**config.mk**
```make
export PLATFORM = sky130hd
export DESIGN_NAME = pot_mac_sequencer
export DESIGN_NICKNAME = d
export VERILOG_FILES = /design/src/rtl/pot_mac_sequencer.sv
export SDC_FILE = /design/constraint.sdc
export NUM_CORES = 1
export LEC_CHECK = 0
export CORE_MARGIN = 1.5
export CORE_UTILIZATION = 55
export CTS_BUF_LIST = sky130_fd_sc_hd__clkbuf_8
export DETAILED_ROUTE_END_ITERATION = 10
export PLACE_DENSITY = 0.81
export REMOVE_ABC_BUFFERS = 1
export SLEW_MARGIN = 15
export SYNTH_ARGS = -nofsm -noshare
export SYNTH_HDL_FRONTEND = slang
export SYNTH_SLANG_ARGS = --single-unit
```
**constraint.sdc**
```tcl
create_clock -name clk -period 4.7 [get_ports clk]
set_input_delay 0.47 -clock clk [delete_from_list [all_inputs] [get_ports clk]]
set_output_delay 0.47 -clock clk [all_outputs]
set_load 0.01 [all_outputs]
```
**src/rtl/pot_mac_sequencer.sv**
```systemverilog
// pot_mac_sequencer
// Streams unsigned activation / power-of-two weight pairs through a shift
// multiplier and accumulates a signed dot product of programmable length.
//
// Ports:
//   clk, rst            : clock, asynchronous active-high reset
//   start, length       : command; length sampled with start while idle
//   busy                : high whenever not idle
//   in_valid / in_ready : operand beat handshake, carrying in and weight
//   in                  : unsigned activation
//   weight              : {sign, shift amount} weight code
//   out_valid/out_ready : result handshake
//   out                 : signed accumulated dot product (accumulator register)
module pot_mac_sequencer #(
    parameter int WEIGHT_BIT_WIDTH = 4,
    parameter int INPUT_BIT_WIDTH  = 4,
    parameter int MAX_LENGTH       = 16,
    localparam int PRODUCT_BIT_WIDTH = INPUT_BIT_WIDTH + (2**WEIGHT_BIT_WIDTH) / 2,
    localparam int ACC_BIT_WIDTH     = PRODUCT_BIT_WIDTH + $clog2(MAX_LENGTH),
    localparam int LEN_BIT_WIDTH     = $clog2(MAX_LENGTH + 1)
) (
    input  logic                            clk,
    input  logic                            rst,
    input  logic                            start,
    input  logic [LEN_BIT_WIDTH-1:0]        length,
    output logic                            busy,
    input  logic                            in_valid,
    output logic                            in_ready,
    input  logic [INPUT_BIT_WIDTH-1:0]      in,
    input  logic [WEIGHT_BIT_WIDTH-1:0]     weight,
    output logic                            out_valid,
    input  logic                            out_ready,
    output logic signed [ACC_BIT_WIDTH-1:0] out
);

    typedef enum logic [1:0] {
        IDLE = 2'd0,
        RUN  = 2'd1,
        DONE = 2'd2
    } state_t;

    state_t                          state_q, state_d;
    logic [LEN_BIT_WIDTH-1:0]        cnt_q, cnt_d;
    logic signed [ACC_BIT_WIDTH-1:0] acc_q, acc_d;

    logic [PRODUCT_BIT_WIDTH-1:0]    mag;
    logic signed [ACC_BIT_WIDTH-1:0] prod;

    // Shift result always fits: INPUT_BIT_WIDTH + max shift < PRODUCT_BIT_WIDTH.
    always_comb begin
        mag  = {{(PRODUCT_BIT_WIDTH-INPUT_BIT_WIDTH){1'b0}}, in}
               << weight[WEIGHT_BIT_WIDTH-2:0];
        prod = signed'({{(ACC_BIT_WIDTH-PRODUCT_BIT_WIDTH){1'b0}}, mag});
        if (weight[WEIGHT_BIT_WIDTH-1]) begin
            prod = -prod;
        end
    end

    always_comb begin
        state_d = state_q;
        cnt_d   = cnt_q;
        acc_d   = acc_q;
        unique case (state_q)
            IDLE: begin
                if (start) begin
                    acc_d = '0;
                    cnt_d = length;
                    state_d = (length == '0) ? DONE : RUN;
                end
            end
            RUN: begin
                if (in_valid) begin
                    acc_d = acc_q + prod;
                    cnt_d = cnt_q - 1'b1;
                    if (cnt_q == LEN_BIT_WIDTH'(1)) begin
                        state_d = DONE;
                    end
                end
            end
            DONE: begin
                if (out_ready) begin
                    state_d = IDLE;
                end
            end
            default: state_d = IDLE;
        endcase
    end

    always_ff @(posedge clk or posedge rst) begin
        if (rst) begin
            state_q <= IDLE;
            cnt_q   <= '0;
            acc_q   <= '0;
        end else begin
            state_q <= state_d;
            cnt_q   <= cnt_d;
            acc_q   <= acc_d;
        end
    end

    // Handshake outputs decode registered state only, so neither ready nor
    // valid depends combinationally on the opposite side of its handshake.
    assign busy      = (state_q != IDLE);
    assign in_ready  = (state_q == RUN);
    assign out_valid = (state_q == DONE);
    assign out       = acc_q;

endmodule

```
==> results.toml, run 1 <==
[floorplan]
floorplan.die.height_microns = 66.56
total_die_area_sq_um = 4430
coreArea_sq_um = 3771
ios = 37
die-width_microns = 66.56
start_util_pct = 58.93
rows = 22

[synthesis]
synth_top_cells_by_area = "dfrtp_1, ha_1, o21ai_0"
postSynthAreaPerCell_sq_um = 8.354
adder_cell_fraction_of_synth_area_pct = 12.73
synth_area_sq_um = 2222
synth-warning-count = 0
muxShareOfSynthArea_pct = 2.928
netlist.area_leader.share_pct = 25.90
synth_top_area_cell = "dfrtp_1"
gate_count_post_synth = 266
synth_compound_area_share_pct = 27.76
synthDistinctLibCells = 49
post_synth_xor_area_fraction_pct = 9.459
post_synth_and_or_nand_nor_area_fraction_pct = 17.12
synth_edf_count = 0
async_flop_share_pct = 100.0
ys_seq_elements = 23
synth_top_flop_cell = "dfrtp_1"
main_combinational_cell_family_by_area_after_synthesis = "compound AO/OA/AOI/OAI gates"
synth-seq-area-share_pct = 25.90

[clock_tree]
insertion_delay_ns = 0.27
h_tree_depth_reported_by_cts = 1
worst_setup_hold_path_clk_slew_ns = 0.09
hold_buffers = 0
total_cts_buffers = 3
tritoncts = "built"
clock_path_buffers = 2
root_buffer = "clkbuf_8"
cts_num_sinks = 23
post_cts_resized = 0
post-cts-setup-buffer-count = 0

[run]
number_of_violations_of_the_max_capacitance_limit = 0

[global_routing]
first_global_vias = 2063
initial_antenna_violation_count = 0
final_global_route_overflow_total = 0
grt_util_met2_pct = 44.63
grt_start_max_net_pins = 24
globalRouteTotalUtil_pct = 27.57
gr-max-usage-layer = "met2"
use_met3_pct = 2.872
grtUsageMet1_pct = 39.69
grt_first_pass_wirelength_microns = 9501

[timing]
worst_slew_pin_slew_ns = 0.8796
fmax_mhz = 229.0
skew_ns = 0.003478
slew-limit-headroom_pct = 41.30
final_period_minus_worst_setup_slack_ns = 4.367
fin_setup_tns_ns = 0
timing.final.setup_violations = 0
timing_max_transition_violations_final = 0
unrepaired_setup_endpoints_after_global_routing = "no"
finalHoldViolations = 0
min_period_over_period_pct = 92.91

[critical_path]
worst_endpoint_data_arrival_time_ns = 4.53
worst-setup-path-type = "input port to flip-flop"
worst_setup_end_kind = "flip-flop"
cp_data_required_time_ns = 4.86
startpoint_type = "input port"
crit_path_max_fanout = 5

[place]
postPlaceCellArea_sq_um = 2675
place.detailed.hpwl_microns = 4255
place_congestion = 0.9420
dp.cells = 352
place.port_buffers = 36

[hold_path]
worstHoldPathType = "flip-flop to flip-flop"

[layout]
drive_gt1_share_pct = 6.818
layout.cell_area.non_filler_sq_um = 2731
num-fill-cells = 294
final_core_util_pct = 72.43
fin_cells = 356
final_common_cell = "clkdlybuf4s50_1"
syn_to_final_growth_pct = 22.92
insertedDiodeCount = 0
num-nets-final = 349
mostFrequentLayoutCells = "clkdlybuf4s50_1, nand2_1, o21ai_0, dfrtp_1, a21oi_1"

[drt]
number_of_vias_in_the_routed_layout = 2124
firstDrtPassIters = 4
detail_route.iter0.violations = 154
drc = 0
postRouteWirelength_microns = 5463
drt-wirelength-per-cell_microns = 15.35
antenna_violating_nets_post_route = 0
vias_per_cell = 5.966

[power_and_ir_drop]
power.static_leakage_nw = 1.218
post-layout-total-power_mw = 1.427
cellPowerDensity_nw_per_um2 = 522.3
worst_ir_drop_vdd_v = 0.0003107

[run_status]
status = "completed"
## Yosys cell counts, types with 3 or more instances
| master | n |
|---|---|
| nor3_1 | 6 |
| mux2i_1 | 5 |
| xor2_1 | 11 |
| ha_1 | 21 |
| xnor2_1 | 13 |
| a21oi_1 | 22 |
| o211ai_1 | 3 |
| and2_1 | 4 |
| o22ai_1 | 5 |
| clkbuf_1 | 5 |
| a21o_1 | 7 |
| nor2b_1 | 5 |
| a211oi_1 | 3 |
| o21ai_0 | 29 |
| nand2b_1 | 8 |
| nand3_1 | 7 |
| dfrtp_1 | 23 |
| nor2_1 | 7 |
| a31oi_1 | 4 |
| nand2_1 | 32 |
| inv_1 | 15 |
## final timing paths
check	startpoint	to	slack, ns	cells after the start
max	in[1]	out[15]$_DFFE_PP0P_	0.33	19
min	out[6]$_DFFE_PP0P_	out[6]$_DFFE_PP0P_	0.53	2
max reg2reg	out[3]$_DFFE_PP0P_	out[15]$_DFFE_PP0P_	2.09	9
min reg2reg	out[6]$_DFFE_PP0P_	out[6]$_DFFE_PP0P_	0.53	2
max in group asynchronous	rst	out[0]$_DFFE_PP0P_	3.48	2
min in group asynchronous	rst	out[8]$_DFFE_PP0P_	0.68	2
## state kept, by name, indices dropped and copies added, names as in the netlist
register  cells
cnt_q         5
out          16
state_q       2
## per-stage QoR
stage,setup WS (ns),hold slack (ns)
final,0.3333,0.5326
after detailed placement,0.01889,0.5226
after global routing,0.02620,0.5714
after global placement,0.1675,0.4902
after CTS,0.2670,0.5367
after floorplan,0.8671,0.4719
## cell type report
type,count,area [sq um],area share (%)
Inverter,15,56.30,2.061
Clock buffer,3,41.29,1.512
Multi-Input combinational cell,221,1560,57.12
Sequential cell,23,575.6,21.07
Timing Repair Buffer,45,430.4,15.76
Tap cell,48,60.06,2.199
Clock inverter,1,7.507,0.2749
## critical path: stages
cell and delay [ns]:
clkdlybuf4s50_1 0.54, nor2b_1 0.20, a21oi_1 0.09, or3_1 0.36, ha_1 0.23, o21ai_0 0.12, nor3_1 0.11, nor2_1 0.18
a21oi_1 0.08, xnor2_1 0.15, ha_1 0.34, a21oi_1 0.20, o211ai_1 0.11, o211a_1 0.13, a311o_1 0.40, o31ai_2 0.26
xor2_1 0.22, nor3_1 0.07, a221o_1 0.28
## metal layers
metal	up-vias	part of all wire [%]
li1	1046	-
met5	-	0
met4	0	0.93
met3	7	3.3
met1	1029	47
met2	42	48
## report_power, final
part           leakage (nW)  switching (mW)  internal, mW  total (mW)
Sequential            0.286          0.0938         0.289       0.383
Clock                0.0217          0.0710        0.0601       0.131
Combinational         0.909           0.472         0.440       0.913
## logic make-up after synthesis
kind of cell,Yosys count
AO/OA/AOI/OAI,91
AND/OR/NAND/NOR,78
XOR/XNOR,24
flip-flops,23
buffers and inverters,22
adder cells (fa/ha/maj),22
multiplexers,6
Power figures use the tool's default switching activity.
==> run 2: changes to the inputs <==
SLEW_MARGIN = 10   (was 15)
==> results of run 2 <==
Final layout, timing and power as in run 1 (identical DEF).
==> run 3: changes to the inputs <==
CELL_PAD_IN_SITES_DETAIL_PLACEMENT = 1   (was default)
CELL_PAD_IN_SITES_GLOBAL_PLACEMENT = 1   (was default)
CORE_UTILIZATION = 45   (was 55)
PLACE_DENSITY = 0.88   (was 0.81)
==> run 3 against run 2 <==
Against the previous run:
- count of clock-buffer cells in the layout unchanged
- final cell count grew 5.6%
- combinational power is 6.5% higher
- critical endpoint unchanged
- maximum frequency is 1.1% lower
- design area grew 1.1%
- clock power decreased by 5%
- setup slack lost 0.047 ns
- clock skew is 0.0012 ns lower
- largest cell class unchanged
- flip-flop and latch count unchanged
==> results.toml, run 3 (same netlist as run 1, synthesis figures left out) <==
[run_status]
status = "completed"

[layout]
final_common_cell = "clkdlybuf4s50_1"
drive_gt1_share_pct = 7.120
insertedDiodeCount = 0
num-nets-final = 350
mostFrequentLayoutCells = "clkdlybuf4s50_1, nand2_1, o21ai_0, dfrtp_1"
syn_to_final_growth_pct = 24.21
num-fill-cells = 587
largest_reg_flops = 16

[floorplan]
start_util_pct = 46.74
ios = 37
total_die_area_sq_um = 5368
rows = 25
die-width_microns = 73.27
coreArea_sq_um = 4755
floorplan.die.height_microns = 73.27

[timing]
setup_ws_ns = 0.2860
finalHoldViolations = 0
fmax_mhz = 226.6
slew-limit-headroom_pct = 37.72
worst_slew_pin_slew_ns = 0.9332
final_period_minus_worst_setup_slack_ns = 4.414
fin_setup_tns_ns = 0
timing.final.setup_violations = 0
timing_max_transition_violations_final = 0
min_period_over_period_pct = 93.92
skew_ns = 0.002291

[hold_path]
worstHoldPathType = "flip-flop to flip-flop"
holdPathStages = 2
worstHoldStart = "out[3]$_DFFE_PP0P_"
worstHoldEndpoint = "out[3]$_DFFE_PP0P_"

[clock_tree]
tritoncts = "built"
h_tree_depth_reported_by_cts = 1
clock_path_buffers = 2
insertion_delay_ns = 0.26
total_cts_buffers = 3
hold_buffers = 0
worst_setup_hold_path_clk_slew_ns = 0.09
root_buffer = "clkbuf_8"
cts_num_sinks = 23

[global_routing]
grt_util_met2_pct = 51.62
initial_antenna_violation_count = 0
first_global_vias = 2343
gr-max-usage-layer = "met2"
grt_start_max_net_pins = 24
use_met3_pct = 2.606
final_global_route_overflow_total = 0
globalRouteTotalUtil_pct = 26.64
grt_first_pass_wirelength_microns = 11120
grtUsageMet1_pct = 30.84

[power_and_ir_drop]
power.switching_mw = 0.6803
power.static_leakage_nw = 1.232
pwr-share-seq_pct = 26.0
p_sw_share_pct = 45.92
worst_ir_drop_vdd_v = 0.0002376
comb_power_share_pct = 65.6
clock_power_share_pct = 8.4
cellPowerDensity_nw_per_um2 = 536.7
post-layout-total-power_mw = 1.481
cellInternalPower_mw = 0.8012

[drt]
drt-wirelength-per-cell_microns = 17.46
antenna_violating_nets_post_route = 0
firstDrtPassIters = 5
vias_per_cell = 5.862
postRouteWirelength_microns = 6564
number_of_vias_in_the_routed_layout = 2204
detail_route.iter0.violations = 98
drc = 0

[run]
number_of_violations_of_the_max_capacitance_limit = 0

[critical_path]
cp_data_required_time_ns = 4.85
critical_path.reg2reg.endpoint = "out[15]$_DFFE_PP0P_"
ff2ff_setup_slack_ns = 1.96
critPathSlowestCell = "clkdlybuf4s50_1"
crit_path_max_fanout = 5
timing.critical_path.cells = "clkdlybuf4s50_1 > nor2b_2 > a21oi_1 > or3_1 > ha_1 > o21ai_0 > nor3_1 > nor2_1 > a21oi_1 > xnor2_1 > ha_1 > a21oi_2 > o211ai_1 > o211a_1 > a311o_1 > o31ai_1 > xor2_1 > nor3_1 > a221o_1"
timing.reg2reg.worst_path_depth = 9
worst_setup_end_kind = "flip-flop"
worst-setup-path-type = "input port to flip-flop"
origin_of_the_critical_flop_to_flop_path = "out[3]$_DFFE_PP0P_"
startpoint_type = "input port"
timing.critical_path.slowest_cell_delay_ns = 0.54
worst_endpoint_data_arrival_time_ns = 4.57

[place]
place_congestion = 0.9034
place.port_buffers = 36
place.detailed.hpwl_microns = 5189
post-place-ws_ns = -0.1055
## run 3: changes by cell type in the layout (fill, tap and decap cells not counted)
cell,change
buf_4,+1
a21oi_1,-1
o31ai_2,-1
inv_1,+1
nor2b_1,-1
o31ai_1,+1
clkinvlp_4,-1
a21oi_2,+1
nor2b_2,+1
## run 3: what timing repair did
| action | 4_1_cts | 5_1_grt |
|---|---|---|
| buffers inserted | 0 | 1 |
| gates resized for setup | 0 | 3 |
| endpoints found under the setup margin | 0 | 3 |
## run 3: through the flow
| stage | hold WS [ns] | instance area (sq um) | cells | utilization, % |
|---|---|---|---|---|
| 2_1_floorplan | 0.4719 | 2187 | 259 | - |
| 3_3_place_gp | 0.5044 | 2699 | 371 | 56.76 |
| 3_5_place_dp | 0.5130 | 2699 | 371 | 56.76 |
| 4_1_cts | 0.5334 | 2744 | 375 | 57.71 |
| 5_1_grt | 0.5507 | 2760 | 376 | 58.05 |
| 6_report | 0.5229 | 2760 | 376 | 58.05 |
## run 3: final cells by class
| cell class | instances | area [sq um] | share of cell area [%] |
|---|---|---|---|
| Tap cell | 67 | 83.83 | 3.037 |
| Timing Repair Buffer | 46 | 437.9 | 15.87 |
| Clock buffer | 3 | 41.29 | 1.496 |
| Sequential cell | 23 | 575.6 | 20.85 |
| Inverter | 15 | 56.30 | 2.040 |
| Multi-Input combinational cell | 221 | 1562 | 56.57 |
| Clock inverter | 1 | 3.754 | 0.1360 |
## run 3: worst max path at each step
stage	start	end
finish	in[1]	out[15]$_DFFE_PP0P_
global route	in[1]	out[15]$_DFFE_PP0P_
CTS	weight[0]	out[15]$_DFFE_PP0P_
detailed placement	weight[0]	out[15]$_DFFE_PP0P_
global placement	weight[0]	out[15]$_DFFE_PP0P_
floorplan	in[1]	out[15]$_DFFE_PP0P_
## run 3: power by group through the flow
stage | logic (mW) | registers [mW] | clock network (mW)
after floorplan | 0.576 | 0.391 | 0
after global placement | 0.892 | 0.381 | 0
after detailed placement | 0.941 | 0.387 | 0
after CTS | 0.958 | 0.384 | 0.130
after global routing | 1.07 | 0.398 | 0.136
final | 0.972 | 0.385 | 0.125
## run 3: layer usage
layer | part of all wire, % | wire length [microns]
met2 | 54 | 3516
met3 | 2.6 | 172
met1 | 43 | 2799
met5 | 0 | 0
met4 | 1.2 | 76
## run 3: critical path, delay by kind of cell
family / cells / cell delay, ns
AOI/OAI and AO/OA: 9 / 1.66
and+or+nand+nor: 5 / 0.95
adders and majority gates: 2 / 0.57
buffers and inverters: 1 / 0.54
xor gates and xnor gates: 2 / 0.40
